==> config.mk <==
export PLATFORM = sky130hd
export DESIGN_NAME = noc_input_port
export DESIGN_NICKNAME = d
export VERILOG_FILES = /design/src/rtl/noc_pkg.sv /design/src/rtl/xy_route_compute.sv /design/src/rtl/noc_input_port.sv
export SDC_FILE = /design/constraint.sdc
export NUM_CORES = 1
export LEC_CHECK = 0
export ABC_AREA = 1
export ABC_CLOCK_PERIOD_IN_PS = 1500
export CAP_MARGIN = 20
export CORE_UTILIZATION = 51
export CTS_CLUSTER_DIAMETER = 80
export CTS_CLUSTER_SIZE = 20
export DETAILED_ROUTE_END_ITERATION = 10
export PLACE_DENSITY_LB_ADDON = 0.1
export SKIP_CTS_REPAIR_TIMING = 1
export SLEW_MARGIN = 20
export SYNTH_ARGS = -nofsm -noshare
export SYNTH_HDL_FRONTEND = slang
export SYNTH_SLANG_ARGS = --single-unit
==> constraint.sdc <==
create_clock -name clk -period 1.5 [get_ports clk]
set_input_delay 0.3 -clock clk [delete_from_list [all_inputs] [get_ports clk]]
set_output_delay 0.3 -clock clk [all_outputs]
set_load 0.02 [all_outputs]
==> src/rtl/noc_pkg.sv <==
// Shared definitions for the router input-port slice: port indices,
// port count and the input-port controller state encoding.
package noc_pkg;

    localparam int N_PORTS = 5;

    localparam logic [2:0] PORT_LOCAL = 3'd0;
    localparam logic [2:0] PORT_NORTH = 3'd1;
    localparam logic [2:0] PORT_SOUTH = 3'd2;
    localparam logic [2:0] PORT_EAST  = 3'd3;
    localparam logic [2:0] PORT_WEST  = 3'd4;

    typedef enum logic [2:0] {
        IDLE,
        HEAD,
        ROUTE,
        REQ,
        SEND_HDR,
        SEND_BODY
    } state_t;

endpackage

==> src/rtl/xy_route_compute.sv <==
// XY dimension-ordered route decision: picks the output port from the signed
// hop offsets and steps the offset of the travelled dimension toward zero.
module xy_route_compute
    import noc_pkg::*;
#(
    parameter int ADDR_W = 16
) (
    input  logic [ADDR_W-1:0]  i_hdr,
    output logic [ADDR_W-1:0]  o_hdr,
    output logic [2:0]         o_port,
    output logic [N_PORTS-1:0] o_req
);

    localparam int HALF_W = ADDR_W / 2;
    localparam logic signed [HALF_W-1:0] ONE = {{(HALF_W-1){1'b0}}, 1'b1};

    logic signed [HALF_W-1:0] w_dx;
    logic signed [HALF_W-1:0] w_dy;
    logic signed [HALF_W-1:0] w_dx_nxt;
    logic signed [HALF_W-1:0] w_dy_nxt;

    assign w_dx = i_hdr[HALF_W-1:0];
    assign w_dy = i_hdr[ADDR_W-1:HALF_W];

    // X is always resolved before Y; a zero offset pair means the packet has arrived
    always_comb begin
        w_dx_nxt = w_dx;
        w_dy_nxt = w_dy;
        o_port   = PORT_LOCAL;
        o_req    = '0;
        if (w_dx != '0 && !w_dx[HALF_W-1]) begin
            o_port   = PORT_EAST;
            w_dx_nxt = w_dx - ONE;
            o_req[3] = 1'b1;
        end else if (w_dx[HALF_W-1]) begin
            o_port   = PORT_WEST;
            w_dx_nxt = w_dx + ONE;
            o_req[4] = 1'b1;
        end else if (w_dy != '0 && !w_dy[HALF_W-1]) begin
            o_port   = PORT_NORTH;
            w_dy_nxt = w_dy - ONE;
            o_req[1] = 1'b1;
        end else if (w_dy[HALF_W-1]) begin
            o_port   = PORT_SOUTH;
            w_dy_nxt = w_dy + ONE;
            o_req[2] = 1'b1;
        end else begin
            o_req[0] = 1'b1;
        end
    end

    assign o_hdr = {w_dy_nxt, w_dx_nxt};

endmodule

==> src/rtl/noc_input_port.sv <==
// Router input-port controller: collects a multi-flit header from the FWFT
// FIFO, routes it XY, arbitrates, then forwards rewritten header and payload.
module noc_input_port
    import noc_pkg::*;
#(
    parameter int FLIT_W       = 4,
    parameter int ADDR_W       = 16,
    parameter int PACKET_FLITS = 8
) (
    input  logic               clk,
    input  logic               reset,
    input  logic               fifo_empty,
    input  logic [FLIT_W-1:0]  flit_in,
    output logic               read_fifo,
    input  logic               grant,
    input  logic [N_PORTS-1:0] dest_full,
    output logic [N_PORTS-1:0] request,
    output logic [2:0]         dest_port,
    output logic [FLIT_W-1:0]  flit_out,
    output logic               flit_out_valid,
    output logic               packet_done
);

    localparam int HDR_FLITS = ADDR_W / FLIT_W;
    localparam int CNT_W     = $clog2(PACKET_FLITS);
    localparam logic [CNT_W-1:0] CNT_ONE  = {{(CNT_W-1){1'b0}}, 1'b1};
    localparam logic [CNT_W-1:0] HDR_LAST = CNT_W'(HDR_FLITS - 1);
    localparam logic [CNT_W-1:0] PKT_LAST = CNT_W'(PACKET_FLITS - 1);

    state_t             r_state;
    state_t             w_state_nxt;
    logic [ADDR_W-1:0]  r_hdr;
    logic [CNT_W-1:0]   r_cnt;
    logic [2:0]         r_dest_port;
    logic [N_PORTS-1:0] r_req;

    logic [ADDR_W-1:0]  w_hdr_new;
    logic [2:0]         w_port;
    logic [N_PORTS-1:0] w_req;
    logic               w_xfer;
    logic               w_body_xfer;

    xy_route_compute #(
        .ADDR_W (ADDR_W)
    ) u_route (
        .i_hdr  (r_hdr),
        .o_hdr  (w_hdr_new),
        .o_port (w_port),
        .o_req  (w_req)
    );

    assign w_xfer      = grant & ~dest_full[r_dest_port];
    assign w_body_xfer = w_xfer & ~fifo_empty;
    assign dest_port   = r_dest_port;

    always_ff @(posedge clk or posedge reset) begin
        if (reset) begin
            r_state <= IDLE;
        end else begin
            r_state <= w_state_nxt;
        end
    end

    always_comb begin
        w_state_nxt    = r_state;
        read_fifo      = 1'b0;
        flit_out_valid = 1'b0;
        flit_out       = '0;
        request        = '0;
        packet_done    = 1'b0;
        case (r_state)
            IDLE: begin
                read_fifo = ~fifo_empty;
                if (!fifo_empty) w_state_nxt = HEAD;
            end
            HEAD: begin
                read_fifo = ~fifo_empty;
                if (!fifo_empty && r_cnt == HDR_LAST) w_state_nxt = ROUTE;
            end
            ROUTE: begin
                // arbiter sees the fresh route before it is registered
                request     = w_req;
                w_state_nxt = grant ? SEND_HDR : REQ;
            end
            REQ: begin
                request = r_req;
                if (grant) w_state_nxt = SEND_HDR;
            end
            SEND_HDR: begin
                request        = r_req;
                flit_out       = r_hdr[FLIT_W-1:0];
                flit_out_valid = w_xfer;
                if (w_xfer && r_cnt == HDR_LAST) w_state_nxt = SEND_BODY;
            end
            SEND_BODY: begin
                request        = r_req;
                flit_out       = flit_in;
                flit_out_valid = w_body_xfer;
                read_fifo      = w_body_xfer;
                if (w_body_xfer && r_cnt == PKT_LAST) begin
                    packet_done = 1'b1;
                    w_state_nxt = IDLE;
                end
            end
            default: w_state_nxt = IDLE;
        endcase
        // IDLE pops combinationally, so keep the FIFO untouched while reset is held
        if (reset) read_fifo = 1'b0;
    end

    always_ff @(posedge clk or posedge reset) begin
        if (reset) begin
            r_hdr       <= '0;
            r_cnt       <= '0;
            r_dest_port <= '0;
            r_req       <= '0;
        end else begin
            case (r_state)
                IDLE: begin
                    if (!fifo_empty) begin
                        r_hdr <= {flit_in, r_hdr[ADDR_W-1:FLIT_W]};
                        r_cnt <= CNT_ONE;
                    end
                end
                HEAD: begin
                    if (!fifo_empty) begin
                        r_hdr <= {flit_in, r_hdr[ADDR_W-1:FLIT_W]};
                        r_cnt <= r_cnt + CNT_ONE;
                    end
                end
                ROUTE: begin
                    r_hdr       <= w_hdr_new;
                    r_dest_port <= w_port;
                    r_req       <= w_req;
                    r_cnt       <= '0;
                end
                SEND_HDR: begin
                    if (w_xfer) begin
                        r_hdr <= {{FLIT_W{1'b0}}, r_hdr[ADDR_W-1:FLIT_W]};
                        r_cnt <= r_cnt + CNT_ONE;
                    end
                end
                SEND_BODY: begin
                    if (w_body_xfer) begin
                        if (r_cnt == PKT_LAST) begin
                            r_cnt <= '0;
                            r_req <= '0;
                        end else begin
                            r_cnt <= r_cnt + CNT_ONE;
                        end
                    end
                end
                default: begin
                    r_cnt <= '0;
                end
            endcase
        end
    end

endmodule

==> flow_summary.yaml <==
critical_path:
  worstPathArrival_ps: 1770
  rr_worst_depth: 14
  path_class: "reg -> out"
  r2r-start: "dest_port[0]$_DFFE_PP0P_"
  cp_max_fo: 5
  critPathCaptureType: "primary output"
  startpoint_type: "flip-flop"
  required_ps: 1200
  critical_path.reg2reg.endpoint: "r_hdr[15]$_DFFE_PP0P_"
  r2r_slack_ps: -330
synthesis:
  synth_top_family_by_area: "simple AND/OR/NAND/NOR gates"
  synth_area_per_cell_um2: 6.48
  synthSimpleGateAreaFrac: 0.420
  synth.distinct_cells: 34
  synth_mux_area_frac: 0
  seq_area_frac_synth: 0.297
  synthAdderAreaFrac: 0.0396
  synth_seq_cells: 30
  synth_xor_area_frac: 0.0208
  synthCells: 390
  syn_area_um2: 2530
  synthesis.nets: 411
  ys_warn_count: 0
  synth_compound_area_frac: 0.128
detailed_routing:
  antenna_left: 0
  dr.pass1.iters: 8
  routedWlPerCell_um: 16.3
  drt_iter0_drc: 449
  wl_um: 9540
  via_count: 3349
  remaining_drc_errors: 0
  routed_via_density: 5.73
global_route:
  grt_pass1_vias: 2810
  grt.overflow.total: 0
  grt_pass1_wl_um: 12800
  track_usage: 0.318
  grt_start_max_net_pins: 31
  antenna_found_initial: 0
clock_tree:
  clkSinkCount: 30
  ctsRootBufferMaster: "clkbuf_8"
  cts_buffers: 5
  clk_pin_slew_ps: 70
  cts_max_level: 2
  cts_tree: "yes"
  worstSkewPairLatency_ps: 300
  clockBufferDepth: 2
power:
  leakagePower_nw: 2.07
  powerDensity_nw_per_um2: 2260
  max-vdd-ir-drop_mv: 1.30
finish:
  areaGrowthSynthToFinish_pct: 58.5
  num-fill-cells: 273
  layout.cells.non_filler: 584
  nets: 537
  drive_above_1_share: 0.404
  antennaDiodeCount: 0
  finalInstanceArea_um2: 4010
place:
  dpl.hpwl_um: 5770
  dp.cells: 567
  dp_worst_setup_slack_ps: -876
  gp_congestion: 0.891
  port_buffers: 27
  place_area_um2: 3600
timing:
  tightest_slew_ps: 290
  hold_violations: 0
  grt_setup_unrepaired: "yes"
  slew_violations: 0
  fmax_mhz: 484
  setup_tns_ps: -12110
  finalCritPeriodShare: 1.38
  setup_slack_ps: -567
  setup_violations: 38
  max-slew-margin-rel: 0.805
  layout_min_cycle_time_ps: 2070
  fin_skew_ps: 5.52
hold_path:
  hp-class: "in -> reg"
  whs_path_depth: 4
  holdCritStartpoint: "grant"
  hold_path_end: "r_state[1]$_DFFE_PP0P_"
die:
  io_pins: 28
  die_area_um2: 5240
  core-area_um2: 4750
  die-width_um: 72.4
  row_count: 25
  fp.dieH_um: 72.4
  initial_core_util: 0.532
status:
  violations: "negative setup slack"
  status: "finished, violations left"
run:
  maxCapViolCount: 0
-- per-layer routing --
| metal | vias up | GRT usage | part of all wire |
|---|---|---|---|
| li1 | 1520 | - | - |
| met1 | 1544 | 0.396 | 0.38 |
| met2 | 216 | 0.551 | 0.49 |
| met3 | 69 | 0.0486 | 0.072 |
| met4 | 0 | 0.122 | 0.064 |
| met5 | - | 0 | 0 |
-- critical path: stages (launching register included) --
cell and delay, ps:
dfrtp_1 450, nor2_2 80, inv_2 80, nor2_4 50
nor3_4 210, inv_2 100, buf_4 140, a32o_2 220
buf_6 130
-- layout make-up --
cell class,count,area (µm²),share of cell area
Multi-Input combinational cell,301,1760,0.440
Inverter,49,191,0.0478
Timing Repair Buffer,129,1070,0.267
Tap cell,67,83.8,0.0209
Clock inverter,2,60.1,0.0150
Sequential cell,30,753,0.188
Clock buffer,6,82.6,0.0206
-- where the power goes --
part / leakage (nW) / internal [mW] / switching, mW
clock network: 0.0714 / 0.709 / 0.346
logic: 1.62 / 2.84 / 3.66
registers: 0.380 / 1.18 / 0.323
-- logic make-up after synthesis --
family / Yosys count
AND/OR/NAND/NOR: 232
buffers and inverters: 59
AO/OA/AOI/OAI: 55
flip-flops: 30
adder cells (fa/ha/maj): 8
XOR/XNOR: 6
-- worst max-delay path by stage --
stage	startpoint	end	slack, ps	cells after the start
after CTS	r_hdr[1]$_DFFE_PP0P_	request[2]	-950	9
after global placement	grant	read_fifo	-820	6
after detailed placement	grant	read_fifo	-880	6
final	r_state[0]$_DFFE_PP0P_	request[0]	-570	8
after global routing	r_state[0]$_DFFE_PP0P_	request[1]	-610	8
after floorplan	r_state[2]$_DFFE_PP0P_	request[2]	-70	7
-- per-stage QoR --
stage / utilization / hold WS, ps / total power [mW]
CTS: 0.788 / 481 / 8.13
floorplan: - / 391 / 4.67
global placement: 0.758 / 457 / 6.85
global route: 0.842 / 463 / 9.60
detailed placement: 0.758 / 464 / 7.02
finish: 0.842 / 425 / 9.05
-- layout by cell type, fill, tap and decap left out, types with 3 or more instances in the layout --
cell type,Yosys,routed
nand4_1,9,9
nor3_1,5,4
ha_1,8,3
o21ai_1,9,15
nor2_1,23,15
buf_6,1,12
dfrtp_1,30,28
o21ai_0,22,13
clkdlybuf4s50_1,0,11
xor2_1,6,6
nand2_1,137,123
inv_1,37,26
nor2_4,7,11
inv_2,11,19
ha_4,0,4
inv_4,0,3
buf_4,0,100
clkbuf_8,0,6
nand2_4,1,5
dlymetal6s2s_1,0,4
nand2_2,4,14
a21oi_1,8,7
nand3_1,34,31
nor2_2,7,11
-- cell usage after synthesis --
cell type	number	area, µm²
a21o_1	1	7.51
a21oi_1	8	40.0
a22oi_1	2	15.0
a31oi_1	2	12.5
a32o_1	3	30.0
buf_2	9	45.0
buf_6	1	11.3
clkinv_1	1	3.75
dfrtp_1	30	751
ha_1	8	100
inv_1	37	139
inv_2	11	41.3
nand2_1	137	514
nand2_2	4	25.0
nand2_4	1	11.3
nand3_1	34	170
nand3_4	1	17.5
nand3b_1	1	7.51
nand4_1	9	56.3
nand4_2	1	12.5
nor2_1	23	86.3
nor2_2	7	43.8
nor2_4	7	78.8
nor3_1	5	25.0
o211ai_1	1	7.51
o21a_1	2	15.0
o21ai_0	22	110
o21ai_1	9	45.0
o21ai_2	1	8.76
o21bai_1	1	7.51
o221ai_1	2	17.5
o22ai_1	1	6.26
or2_2	2	12.5
xor2_1	6	52.6
-- registers in the layout, indices dropped and copies added, names as in the netlist --
name and cells:
dest_port 3, r_cnt 3, r_hdr 16, r_req 5, r_state 3
Power figures use the tool's default switching activity.
